$ cat config.mk
export PLATFORM = sky130hd
export DESIGN_NAME = gsim_host_ctrl
export DESIGN_NICKNAME = d
export VERILOG_FILES = /design/src/rtl/gsim_host_ctrl.sv
export SDC_FILE = /design/constraint.sdc
export NUM_CORES = 1
export LEC_CHECK = 0
export CORE_MARGIN = 4
export CORE_UTILIZATION = 45
export CTS_BUF_LIST = sky130_fd_sc_hd__clkbuf_4 sky130_fd_sc_hd__clkbuf_8 sky130_fd_sc_hd__clkbuf_16
export DETAILED_ROUTE_END_ITERATION = 8
export PLACE_DENSITY = 0.6
export SLEW_MARGIN = 20
export SYNTH_ARGS = -nofsm -noshare
export SYNTH_HDL_FRONTEND = slang
export SYNTH_SLANG_ARGS = --single-unit
$ cat constraint.sdc
create_clock -name clk -period 4.2 [get_ports clk]
set_clock_uncertainty 0.2 [all_clocks]
set_input_delay 0.84 -clock clk [delete_from_list [all_inputs] [get_ports clk]]
set_output_delay 0.84 -clock clk [all_outputs]
set_load 0.01 [all_outputs]
$ cat src/rtl/gsim_host_ctrl.sv
// gsim_host_ctrl: host-side loader/unloader for the Gauss-Seidel solver.
// Ports:
//   clk, reset                          clock, asynchronous active-high reset
//   s_valid/s_ready/s_data              upstream b-word stream (ready only in LOAD)
//   sol_in_en/sol_b                     registered burst of N b words to the solver
//   sol_out_valid/sol_x                 solver result burst (x lags valid by XLAT)
//   m_valid/m_ready/m_data/m_last       downstream result stream, last on word N-1
//   busy                                high in every state except LOAD
//   err                                 sticky WAIT watchdog error
// Optional feature macro: GSIM_HOST_TIMEOUT_EN (WAIT watchdog; err tied 0 when undefined).
module gsim_host_ctrl #(
  parameter int N       = 16,
  parameter int BW      = 16,
  parameter int XW      = 32,
  parameter int XLAT    = 1,
  parameter int TIMEOUT = 8192
) (
  input  logic          clk,
  input  logic          reset,
  input  logic          s_valid,
  output logic          s_ready,
  input  logic [BW-1:0] s_data,
  output logic          sol_in_en,
  output logic [BW-1:0] sol_b,
  input  logic          sol_out_valid,
  input  logic [XW-1:0] sol_x,
  output logic          m_valid,
  input  logic          m_ready,
  output logic [XW-1:0] m_data,
  output logic          m_last,
  output logic          busy,
  output logic          err
);
  localparam int IW = (N > 1) ? $clog2(N) : 1;
  typedef enum logic [2:0] {S_LOAD, S_SEND, S_WAIT, S_CAPT, S_DRAIN} state_t;
  state_t state_q, state_d;
  logic [IW-1:0] idx_q, idx_d;
  logic sol_in_en_q, sol_in_en_d;
  logic [BW-1:0] sol_b_q, sol_b_d;
  logic [XLAT-1:0] pipe_q, pipe_d;
  logic [BW-1:0] bbuf [N];
  logic [XW-1:0] xbuf [N];
  logic last, s_fire, m_fire, cap_en;
`ifdef GSIM_HOST_TIMEOUT_EN
  localparam int TW = $clog2(TIMEOUT + 1);
  logic [TW-1:0] tcnt_q, tcnt_d;
  logic err_q, err_d;
  assign err = err_q;
`else
  assign err = 1'b0;
`endif
  assign last      = idx_q == IW'(N - 1);
  assign s_ready   = state_q == S_LOAD;
  assign s_fire    = s_valid && s_ready;
  assign m_valid   = state_q == S_DRAIN;
  assign m_fire    = m_valid && m_ready;
  assign m_data    = xbuf[idx_q];
  assign m_last    = m_valid && last;
  assign busy      = state_q != S_LOAD;
  assign sol_in_en = sol_in_en_q;
  assign sol_b     = sol_b_q;
  // x arrives XLAT cycles after its valid; only valids seen in WAIT/CAPTURE enter the pipe,
  // so stray pulses during LOAD/SEND can never produce a capture.
  assign cap_en    = pipe_q[XLAT-1] && state_q == S_CAPT;
  always_comb begin
    pipe_d[0] = sol_out_valid && (state_q == S_WAIT || state_q == S_CAPT);
    for (int i = 1; i < XLAT; i++) pipe_d[i] = pipe_q[i-1];
  end
  always_comb begin
    state_d     = state_q;
    idx_d       = idx_q;
    sol_in_en_d = 1'b0;
    sol_b_d     = sol_b_q;
`ifdef GSIM_HOST_TIMEOUT_EN
    tcnt_d      = state_q == S_WAIT ? tcnt_q + 1'b1 : '0;
    err_d       = err_q;
`endif
    case (state_q)
      S_LOAD: if (s_fire) begin
        idx_d   = last ? '0 : idx_q + 1'b1;
        state_d = last ? S_SEND : S_LOAD;
      end
      S_SEND: begin
        sol_in_en_d = 1'b1;
        sol_b_d     = bbuf[idx_q];
        idx_d       = last ? '0 : idx_q + 1'b1;
        state_d     = last ? S_WAIT : S_SEND;
      end
      S_WAIT: if (sol_out_valid) state_d = S_CAPT;
`ifdef GSIM_HOST_TIMEOUT_EN
      else if (tcnt_q == TW'(TIMEOUT - 1)) begin
        err_d   = 1'b1;
        state_d = S_LOAD;
      end
`endif
      S_CAPT: if (cap_en) begin
        idx_d   = last ? '0 : idx_q + 1'b1;
        state_d = last ? S_DRAIN : S_CAPT;
      end
      S_DRAIN: if (m_fire) begin
        idx_d   = last ? '0 : idx_q + 1'b1;
        state_d = last ? S_LOAD : S_DRAIN;
      end
      default: state_d = S_LOAD;
    endcase
  end
  always_ff @(posedge clk or posedge reset) begin
    if (reset) begin
      state_q     <= S_LOAD;
      idx_q       <= '0;
      sol_in_en_q <= 1'b0;
      sol_b_q     <= '0;
      pipe_q      <= '0;
`ifdef GSIM_HOST_TIMEOUT_EN
      tcnt_q      <= '0;
      err_q       <= 1'b0;
`endif
    end else begin
      state_q     <= state_d;
      idx_q       <= idx_d;
      sol_in_en_q <= sol_in_en_d;
      sol_b_q     <= sol_b_d;
      pipe_q      <= pipe_d;
`ifdef GSIM_HOST_TIMEOUT_EN
      tcnt_q      <= tcnt_d;
      err_q       <= err_d;
`endif
    end
  end
  always_ff @(posedge clk) begin
    if (s_fire) bbuf[idx_q] <= s_data;
    if (cap_en) xbuf[idx_q] <= sol_x;
  end
endmodule
==> results.md <==
- Largest stage delay, worst path: 0.57 ns
- Clk sinks: 793
- Routed wire length: 68290 um
- # fillers: 5200
- Leakage Power: 11.52 nW
- RR Startpoint: idx_q[1]
- Hold WS: 0.3252 ns
- Tcrit/Tclk final: 98.07%
- Clock Pin Slew Worst Setup and Hold Paths: 0.06 ns
- Register area: 23700 sq um
- Mapped Cells: 1335
- Sequential element share of the synthesized area: 77.88%
- Post-DR wirelength/cell: 27.75 um
- IO buf count: 105
- FF-to-FF setup slack: 0.90 ns
- WP data arrival: 3.08 ns
- CP Launch Type: flip-flop
- Netlist cell types: 46
- Crit path max fanout: 10
- Total CTS buffers: 83
- Synth top area share: 75.83%
- H-tree depth: 3
- FF+latch count, synth: 793
- Die Ht: 268.0 um
- Worst Tran Pin Value: 1.073 ns
- Clock Path Buffers: 3
- Initial antenna violation count: 1
- Worst skew pair latency: 0.62 ns
- EDFF count, synth: 768
- Slew Viols, Final: 0
- Routed vias: 14280
- RSZ-0062 raised after global routing: true
- Initial drt markers: 1338
- Status: completed
- First-pass GRT wire length: 100400 um
- Number of global-route vias before repair: 14930
- Endpoints failing setup: 0
- Area of the multi-input gates: 6331 sq um
- Clock tree from TritonCTS: yes
- Post-DP HPWL: 34880 um
- Post-route cell area: 35770 sq um
- Die area: 71810 sq um
- Top post-synthesis cells by count: 768 x edfxtp_1, 177 x mux4_2, 41 x mux2i_1
- Post-synth top flop: edfxtp_1
- Minimum clock period: 4.119 ns
- Total grt overflow: 0
- Vias per inst: 5.803
- Hold Crit Class: flip-flop to flip-flop
- ANT nets after route: 0
- Min-delay src: sol_b[9]
- Io pins: 107
- Pwr Density: 641.4 nW/um^2
- Fraction of registers with async set/reset: 3.153%
- Synth Warn #: 0
- Tot GR Track Use: 19.19%
- Area of the core: 67040 sq um
- Max Cap Viol: 0
- Initial core utilization: 45.37%
- Layout cells sized above 1: 26.39%
- Max transition margin: 28.48%
- Placed cell area: 32780 sq um
- Largest net degree at the start of global routing: 87
- Max IR drop VDD: 0.0003906 V
- Antenna diodes: 0
- Kind of end point of the critical path: output port
- Synth Net Count: 1392
- Critical path type: flip-flop to output port
- Synth area leaders: edfxtp_1 76%, mux4_2 13%, dfrtp_1 2.1%
- Synth-to-layout area growth: 17.61%
- Cell chain of the critical path: buf_12 > buf_16 > mux4_1 > mux4_2 > clkdlybuf4s50_1
- Clock root buffer: clkbuf_16
- Most common cell in the netlist: edfxtp_1
- Final Hold Viols: 0
- Total power: 22.95 mW
- Final net count: 1576
- CP max-delay cell: mux4_1
- Leading area contributor after synthesis: edfxtp_1
- Syn avg cell area: 22.78 sq um
- Crit path from: idx_q[0]
- Drt first pass iters: 5
- Post-route DRC violation count: 0
- Row cnt: 95
- Die Wd: 268.0 um
- GPL Wtd Cong: 0.7181
- Post-synthesis cell area: 30410 sq um
- Data required, critical path: 3.16 ns
- Max Clk Rate: 0.2428 GHz
logic make-up after synthesis:
kind of cell             Yosys count  synth area share (%)
buffers and inverters             77                 1.407
AND/OR/NAND/NOR                  124                 2.209
multiplexers                     248                 16.41
AO/OA/AOI/OAI                     86                 1.860
adder cells (fa/ha/maj)            4                0.1646
XOR/XNOR                           2               0.05760
flip-flops                       793                 77.88
other                              1               0.01233
final timing paths:
path | end | cells past startpoint
setup / recovery | m_data[11] | 5
setup reg to reg | xbuf[2][10] | 5
min in group asynchronous | sol_b[6] | 2
hold reg to reg | sol_b[9] | 2
max in group asynchronous | idx_q[1] | 3
hold / removal | sol_b[9] | 2
cell type report:
type                       count  area share, %
clock buffer                 102          6.338
tap                          873          3.054
inverter                       5        0.05247
sequential                   793          66.26
clock inverter                52          1.263
timing repair buffer         171          5.331
multi-input combinational    465          17.70
flip-flops by register name, indices dropped and copies added (netlist names):
name,cells
state_q,3
sol_b,16
xbuf,512
bbuf,256
pipe_q,1
sol_in_en,1
idx_q,4
power breakdown:
group | switching [mW] | internal, mW | total, mW
clock network | 2.93 | 4.28 | 7.21
registers | 0.403 | 8.98 | 9.38
logic | 2.98 | 3.38 | 6.35
total | 6.31 | 16.6 | 22.9
metal layers:
| layer | track usage [%] | vias to the layer above | part of all wire [%] |
|---|---|---|---|
| met5 | 0 | - | 0.019 |
| met1 | 27.29 | 7678 | 42 |
| met3 | 3.964 | 79 | 6.8 |
| met2 | 31.40 | 469 | 50 |
| met4 | 4.019 | 2 | 1.4 |
| li1 | - | 6052 | - |
timing repair:
item,in CTS,in global routing
buffers inserted,2,4
gates resized for setup,11,13
cloned,2,3
pin swaps,0,0
endpoints found under the setup margin,30,23
hold buffers,0,0
worst max-delay path, delay by kind of cell, from the launching register on:
family | cells | cell delay, ns
buffers and inverters | 3 | 0.89
DFF | 1 | 0.45
muxes | 2 | 1.11
stage by stage:
step	cells	setup TNS, ns	setup slack (ns)	utilization (%)
after floorplan	1335	0	1.187	-
after global placement	2295	0	0.5363	48.89
after detailed placement	2295	0	0.5184	48.89
after CTS	2453	-0.5040	-0.05564	53.14
after global routing	2461	-0.007354	-0.004991	53.36
final	2461	0	0.08109	53.36
cells in the final DEF, fill, tap and decap left out, drive strengths merged, types with 3 or more instances in the layout:
cell           count
ha                 4
a21oi             10
or4b               3
clkbuf           105
inv                9
a22oi             12
nand3             19
a311oi             3
a31oi             13
a221oi             8
a21boi             3
nand2              3
nand2b             4
mux4             194
nand4              3
nor2              36
bufinv             7
o22ai             11
dlygate4sd2        4
dfrtp             25
nand3b             3
or3b               3
buf               63
dlymetal6s2s       9
edfxtp           768
and2              33
mux2              13
mux2i             41
o21ai             18
clkdlybuf4s50     92
clkinv            40
nor3              10
No activity file was read; power rests on OpenSTA's default activity.
